[config.mk]
export PLATFORM = sky130hd
export DESIGN_NAME = multi_master_bus
export DESIGN_NICKNAME = d
export VERILOG_FILES = /design/src/rtl/bus_pkg.sv /design/src/rtl/bus_rr_arbiter.sv /design/src/rtl/multi_master_bus.sv
export SDC_FILE = /design/constraint.sdc
export NUM_CORES = 1
export LEC_CHECK = 0
export BUFFER_PORTS_ARGS = -buffer_cell sky130_fd_sc_hd__buf_2
export CAP_MARGIN = 20
export CORE_AREA = 2 2 175 177
export DETAILED_ROUTE_END_ITERATION = 12
export DIE_AREA = 0 0 177 179
export GPL_TIMING_DRIVEN = 0
export PLACE_DENSITY = 0.34
export SKIP_CTS_REPAIR_TIMING = 1
export SLEW_MARGIN = 30
export SYNTH_ARGS = -nofsm -noshare
export SYNTH_HDL_FRONTEND = slang
export SYNTH_SLANG_ARGS = --single-unit
[constraint.sdc]
create_clock -name clk -period 1.7 [get_ports clk]
set_input_delay 0.085 -clock clk [delete_from_list [all_inputs] [get_ports clk]]
set_output_delay 0.085 -clock clk [all_outputs]
set_load 0.01 [all_outputs]
[src/rtl/bus_pkg.sv]
// Shared types and helpers for the multi-master system bus: arbiter state
// encoding, default widths and a width helper used for index registers.
package bus_pkg;

    localparam int DEF_ADDR_W = 16;
    localparam int DEF_DATA_W = 64;

    typedef enum logic [0:0] {
        ST_IDLE  = 1'b0,
        ST_OWNED = 1'b1
    } arb_state_t;

    // Ceiling log2 with a floor of 1 so single-entry indices still get a bit.
    function automatic int clog2(input int value);
        int w;
        w = 0;
        for (int v = value - 1; v > 0; v = v >> 1) begin
            w++;
        end
        return (w < 1) ? 1 : w;
    endfunction

endpackage

[src/rtl/bus_rr_arbiter.sv]
// Round-robin bus arbiter with lock-while-requesting ownership.
// Optional watchdog (BUS_TIMEOUT_EN) forcibly releases an owner after TIMEOUT_CYC cycles.
module bus_rr_arbiter
    import bus_pkg::*;
#(
    parameter int NUM_M       = 2,
    parameter int TIMEOUT_CYC = 16
) (
    input  logic             clk,
    input  logic             reset_n,
    input  logic [NUM_M-1:0] m_req,
    output logic [NUM_M-1:0] m_grant
`ifdef BUS_TIMEOUT_EN
    ,
    output logic [NUM_M-1:0] m_timeout
`endif
);

    localparam int PTR_W = clog2(NUM_M);

    arb_state_t       r_state;
    arb_state_t       w_state_next;
    logic [NUM_M-1:0] r_grant;
    logic [NUM_M-1:0] w_grant_next;
    logic [NUM_M-1:0] w_eligible;
    logic [PTR_W-1:0] r_ptr;
    logic [PTR_W-1:0] w_ptr_next;
    logic [PTR_W-1:0] w_pick;
    logic             w_found;
    logic             w_owner_req;
    logic             w_expire;

    assign w_owner_req = |(r_grant & m_req);
    assign m_grant     = r_grant;

`ifdef BUS_TIMEOUT_EN
    localparam int CNT_W = clog2(TIMEOUT_CYC);

    logic [CNT_W-1:0] r_cnt;
    logic [NUM_M-1:0] r_blocked;
    logic [NUM_M-1:0] r_timeout;
    logic [NUM_M-1:0] w_expire_mask;

    assign w_expire      = (r_state == ST_OWNED) && w_owner_req &&
                           (r_cnt == CNT_W'(TIMEOUT_CYC - 1));
    assign w_expire_mask = w_expire ? r_grant : '0;
    // An expired owner stays barred until it lets go of its request.
    assign w_eligible    = m_req & ~r_blocked & ~w_expire_mask;
    assign m_timeout     = r_timeout;

    always_ff @(posedge clk or negedge reset_n) begin
        if (!reset_n) begin
            r_cnt     <= '0;
            r_blocked <= '0;
            r_timeout <= '0;
        end else begin
            r_blocked <= (r_blocked | w_expire_mask) & m_req;
            r_timeout <= w_expire_mask;
            if (w_grant_next != r_grant) begin
                r_cnt <= '0;
            end else if (r_state == ST_OWNED) begin
                r_cnt <= r_cnt + 1'b1;
            end
        end
    end
`else
    assign w_expire   = 1'b0;
    assign w_eligible = m_req;
`endif

    // Scan upward from the last winner so every requester gets a turn.
    always_comb begin
        w_found = 1'b0;
        w_pick  = r_ptr;
        for (int i = 1; i <= NUM_M; i++) begin
            if (!w_found && w_eligible[(int'(r_ptr) + i) % NUM_M]) begin
                w_found = 1'b1;
                w_pick  = PTR_W'((int'(r_ptr) + i) % NUM_M);
            end
        end
    end

    always_comb begin
        w_state_next = r_state;
        w_grant_next = r_grant;
        w_ptr_next   = r_ptr;
        case (r_state)
            ST_IDLE: begin
                if (w_found) begin
                    w_state_next = ST_OWNED;
                    w_grant_next = NUM_M'(1) << w_pick;
                    w_ptr_next   = w_pick;
                end
            end
            ST_OWNED: begin
                if (!w_owner_req || w_expire) begin
                    if (w_found) begin
                        w_grant_next = NUM_M'(1) << w_pick;
                        w_ptr_next   = w_pick;
                    end else begin
                        w_state_next = ST_IDLE;
                        w_grant_next = '0;
                    end
                end
            end
            default: begin
                w_state_next = ST_IDLE;
                w_grant_next = '0;
            end
        endcase
    end

    always_ff @(posedge clk or negedge reset_n) begin
        if (!reset_n) begin
            r_state <= ST_IDLE;
            r_grant <= '0;
            r_ptr   <= PTR_W'(NUM_M - 1);
        end else begin
            r_state <= w_state_next;
            r_grant <= w_grant_next;
            r_ptr   <= w_ptr_next;
        end
    end

endmodule

[src/rtl/multi_master_bus.sv]
// Shared multi-master bus: address decode, forwarding, registered read return
// and decode-error pulse. Define BUS_TIMEOUT_EN to enable the ownership watchdog.
module multi_master_bus
    import bus_pkg::*;
#(
    parameter int                      NUM_M       = 2,
    parameter int                      NUM_S       = 2,
    parameter int                      ADDR_W      = DEF_ADDR_W,
    parameter int                      DATA_W      = DEF_DATA_W,
    parameter int                      WIN_BITS    = 12,
    parameter logic [NUM_S*ADDR_W-1:0] S_BASE      = {16'h7000, 16'h0000},
    parameter int                      TIMEOUT_CYC = 16
) (
    input  logic                    clk,
    input  logic                    reset_n,
    input  logic [NUM_M-1:0]        m_req,
    input  logic [NUM_M-1:0]        m_wr,
    input  logic [NUM_M*ADDR_W-1:0] m_addr,
    input  logic [NUM_M*DATA_W-1:0] m_dout,
    output logic [NUM_M-1:0]        m_grant,
    output logic [DATA_W-1:0]       m_din,
    output logic [NUM_S-1:0]        s_sel,
    output logic [ADDR_W-1:0]       s_addr,
    output logic [DATA_W-1:0]       s_din,
    output logic                    s_wr,
    input  logic [NUM_S*DATA_W-1:0] s_dout,
    output logic                    dec_err
`ifdef BUS_TIMEOUT_EN
    ,
    output logic [NUM_M-1:0]        m_timeout
`endif
);

    localparam int MIDX_W = clog2(NUM_M);
    localparam int SIDX_W = clog2(NUM_S);
    localparam int TAG_W  = ADDR_W - WIN_BITS;

    logic [MIDX_W-1:0] w_owner;
    logic              w_owned;
    logic              w_owner_req;
    logic              w_owner_wr;
    logic              w_active;
    logic              w_hit;
    logic [ADDR_W-1:0] w_owner_addr;
    logic [DATA_W-1:0] w_owner_dout;
    logic [NUM_S-1:0]  w_match;
    logic [SIDX_W-1:0] w_hit_idx;
    logic              r_rd_valid;
    logic              r_rd_wr;
    logic [SIDX_W-1:0] r_rd_idx;
    logic              r_dec_err;

    bus_rr_arbiter #(
        .NUM_M       (NUM_M),
        .TIMEOUT_CYC (TIMEOUT_CYC)
    ) u_arb (
        .clk       (clk),
        .reset_n   (reset_n),
        .m_req     (m_req),
        .m_grant   (m_grant)
`ifdef BUS_TIMEOUT_EN
        ,
        .m_timeout (m_timeout)
`endif
    );

    always_comb begin
        w_owner = '0;
        for (int i = 0; i < NUM_M; i++) begin
            if (m_grant[i]) begin
                w_owner = MIDX_W'(i);
            end
        end
    end

    assign w_owned      = |m_grant;
    assign w_owner_req  = m_req[w_owner];
    assign w_owner_wr   = m_wr[w_owner];
    assign w_owner_addr = m_addr[w_owner*ADDR_W +: ADDR_W];
    assign w_owner_dout = m_dout[w_owner*DATA_W +: DATA_W];
    assign w_active     = w_owned & w_owner_req;

    genvar gi;
    generate
        for (gi = 0; gi < NUM_S; gi++) begin : g_match
            assign w_match[gi] = (w_owner_addr[ADDR_W-1:WIN_BITS] ==
                                  S_BASE[gi*ADDR_W+WIN_BITS +: TAG_W]);
        end
    endgenerate

    // Walk downward so the lowest-numbered overlapping window wins.
    always_comb begin
        w_hit     = 1'b0;
        w_hit_idx = '0;
        for (int k = NUM_S - 1; k >= 0; k--) begin
            if (w_match[k]) begin
                w_hit     = 1'b1;
                w_hit_idx = SIDX_W'(k);
            end
        end
    end

    assign s_sel  = (w_active && w_hit) ? (NUM_S'(1) << w_hit_idx) : '0;
    assign s_wr   = w_active & w_hit & w_owner_wr;
    assign s_addr = w_owned ? w_owner_addr : '0;
    assign s_din  = w_owned ? w_owner_dout : '0;

    always_ff @(posedge clk or negedge reset_n) begin
        if (!reset_n) begin
            r_rd_valid <= 1'b0;
            r_rd_wr    <= 1'b0;
            r_rd_idx   <= '0;
            r_dec_err  <= 1'b0;
        end else begin
            r_rd_valid <= w_active & w_hit;
            r_rd_wr    <= w_owner_wr;
            r_rd_idx   <= w_hit_idx;
            r_dec_err  <= w_active & ~w_hit;
        end
    end

    assign m_din   = (r_rd_valid && !r_rd_wr) ? s_dout[r_rd_idx*DATA_W +: DATA_W] : '0;
    assign dec_err = r_dec_err;

endmodule

==> impl_metrics.env <==
export IMPL_nFillCells=3488
export IMPL_clock_latency_ns=0.24
export IMPL_max_stage_delay_ns=0.44
export IMPL_yosysTopAreaCell="mux2i_1"
export IMPL_core_area_um2=30000
export IMPL_yosys_area_top_type_share_pct=30.9
export IMPL_synth_distinct_cells=31
export IMPL_port_buffers=443
export IMPL_ys_flop_type="dfrtp_1"
export IMPL_synthTopCellsByArea="mux2i_1 31%, a22o_1 30%, nor2_1 12%"
export IMPL_layout_nets=1064
export IMPL_grt_max_degree=11
export IMPL_cts_buffers=3
export IMPL_path_cells="buf_12 -> mux2i_4 -> or3_4 -> a211oi_2 -> buf_2"
export IMPL_syn_nets=587
export IMPL_grt_use_total_pct=11.7
export IMPL_drive_gt1_share_pct=67.4
export IMPL_fmax_ghz=0.519
export IMPL_finalWorstSetupSlack_ns=-0.226
export IMPL_cts_sinks=8
export IMPL_placed_area_um2=4910
export IMPL_drv_slew=0
export IMPL_clk_path_buf_depth=2
export IMPL_synth_edf_count=0
export IMPL_fin_cells=1166
export IMPL_relSlewSlack_pct=70.4
export IMPL_end_kind="primary output"
export IMPL_cts_root_buffer="clkbuf_16"
export IMPL_multi_input_area_um2=1920
export IMPL_gp_congestion=0.797
export IMPL_path_delay_family="flip-flops"
export IMPL_critPathSlowestCell="dfrtp_2"
export IMPL_ctsHtreeMaxLevel=1
export IMPL_path_max_fanout=5
export IMPL_first_pass_iters=4
export IMPL_overflow=0
export IMPL_avgRoutedWirePerCell_um=18.4
export IMPL_leakagePower_nw=3.13
export IMPL_rsz0062_at_grt="yes"
export IMPL_cp_start_kind="flip-flop"
export IMPL_path_class="flip-flop to primary output"
export IMPL_yosys_warnings=0
export IMPL_setup_viol=68
export IMPL_dieArea_um2=31700
export IMPL_synth_seq_cells=8
export IMPL_synthMostInstantiatedCell="a22o_1"
export IMPL_min_path_type="input port to flip-flop"
export IMPL_finalWirelength_um=21400
export IMPL_period_share_pct=113
export IMPL_crit_buf_inv=2
export IMPL_power_density_nw_per_um2=664
export IMPL_rows=64
export IMPL_dr_first_iter_drc_count=101
export IMPL_die_h_um=179
export IMPL_start_util_pct=7.33
export IMPL_run_status="finished with violations"
export IMPL_netlist_area_um2=2200
export IMPL_cts_tree="done"
export IMPL_antenna_found_initial=8
export IMPL_worst_pin_slew_ns=0.444
export IMPL_hold_viol=0
export IMPL_vdd_ir_drop_worst_v=0.000263
export IMPL_syn_inst=293
export IMPL_seq_area_um2=203
export IMPL_period_minus_slack_ns=1.93
export IMPL_async_reset_ff_share_pct=100
export IMPL_grt_first_pass_wirelength_um=26700
export IMPL_grt_pass1_vias=4074
export IMPL_synth_commonest_cells="75 x a22o_1, 71 x nor2_1, 68 x mux2i_1"
export IMPL_pin_count=444
export IMPL_area_growth_pct=169
export IMPL_skew_ns=0.00211
export IMPL_syn_avg_cell_area_um2=7.51
export IMPL_setup_tns_ns=-7.20
export IMPL_viasPerCell=3.67
export IMPL_vias=4277
export IMPL_antenna_left=0
export IMPL_drc_errors=0
export IMPL_path_clk_slew_ns=0.04
export IMPL_critical_path_arrival_ns=1.84
export IMPL_maxCapViolCount=0
export IMPL_dp_final_hpwl_um=18800
export IMPL_hold_slack_ns=0.103
export IMPL_dp_cells=1132
export IMPL_required_ns=1.62
export IMPL_violations="setup timing"
export IMPL_die_width_um=177
export IMPL_yosysSeqAreaShare_pct=9.16
export IMPL_design_area_um2=5910
metal layers:
layer  vias to the layer above  part of all wire (%)  routed length (µm)  track usage (%)
met5                         -                  0.19                  40                0
met4                         6                   3.3                 701             4.92
met3                        31                   9.7                2080             3.10
met2                       297                    56               11900             24.0
met1                      1889                    31                6710             10.7
li1                       2054                     -                   -                -
metrics by stage:
step / worst slack, ns / utilization (%) / total power [mW]
6_report: -0.226 / 19.7 / 3.93
5_1_grt: -0.265 / 19.7 / 4.17
4_1_cts: -0.541 / 16.6 / 3.11
3_5_place_dp: -0.276 / 16.4 / 2.66
3_3_place_gp: -0.298 / 16.4 / 2.65
2_1_floorplan: 0.242 / - / 1.41
cell usage in the layout (no fill, tap or decap), types with 2 or more instances in the layout:
cell type / instances
a21oi_1: 5
a22o_1: 74
buf_1: 5
buf_12: 7
buf_2: 415
buf_4: 14
buf_6: 47
buf_8: 7
clkbuf_16: 11
dfrtp_1: 6
inv_1: 3
mux2i_1: 64
mux2i_4: 4
nand2_1: 5
nand3_1: 2
nor2_1: 70
nor3_1: 2
o221ai_1: 2
worst paths after layout:
| check | depth (start not counted) | slack, ns | end | start |
|---|---|---|---|---|
| min reg2reg | 2 | 0.54 | u_arb.r_ptr$_DFFE_PN1P_ | u_arb.r_ptr$_DFFE_PN1P_ |
| min in group asynchronous | 2 | 0.25 | u_arb.m_grant[0]$_DFFE_PN0P_ | reset_n |
| max in group asynchronous | 2 | 1.19 | u_arb.r_ptr$_DFFE_PN1P_ | reset_n |
| max reg2reg | 6 | 0.18 | dec_err$_DFF_PN0_ | u_arb.m_grant[1]$_DFFE_PN0P_ |
| max | 5 | -0.23 | s_wr | u_arb.m_grant[1]$_DFFE_PN0P_ |
| min | 3 | 0.10 | r_rd_wr$_DFF_PN0_ | m_wr[1] |
worst register-to-register path, delay by kind of cell, from the launching register on:
| family | cells | cell delay [ns] |
|---|---|---|
| buffers and inverters | 3 | 0.45 |
| flip-flops | 1 | 0.44 |
| AND/OR/NAND/NOR | 2 | 0.29 |
| multiplexers | 1 | 0.22 |
registers in the layout, indices dropped and copies added (netlist names):
name,cells
u_arb.r_ptr,1
u_arb.r_state,1
r_rd_wr,1
u_arb.m_grant,2
r_rd_idx,1
r_rd_valid,1
dec_err,1
layout make-up:
type / count / share of cell area (%)
antenna: 1 / 0.0423
buffer: 33 / 5.99
clock buffer: 4 / 1.33
inverter: 3 / 0.190
multi-input combinational: 248 / 32.5
sequential: 8 / 3.43
tap: 396 / 8.38
timing repair buffer: 473 / 48.1
cell families after synthesis:
logic type	share of synthesized area (%)
buf+inv	7.68
flops	9.16
simple gates	17.2
compound gates	34.4
mux	31.6
report_power, final:
group,internal [mW],switching [mW]
Combinational,1.73,1.51
Clock,0.315,0.115
Sequential,0.229,0.0282
Total,2.27,1.65
Note: power is estimated with default switching activity, not from simulation.
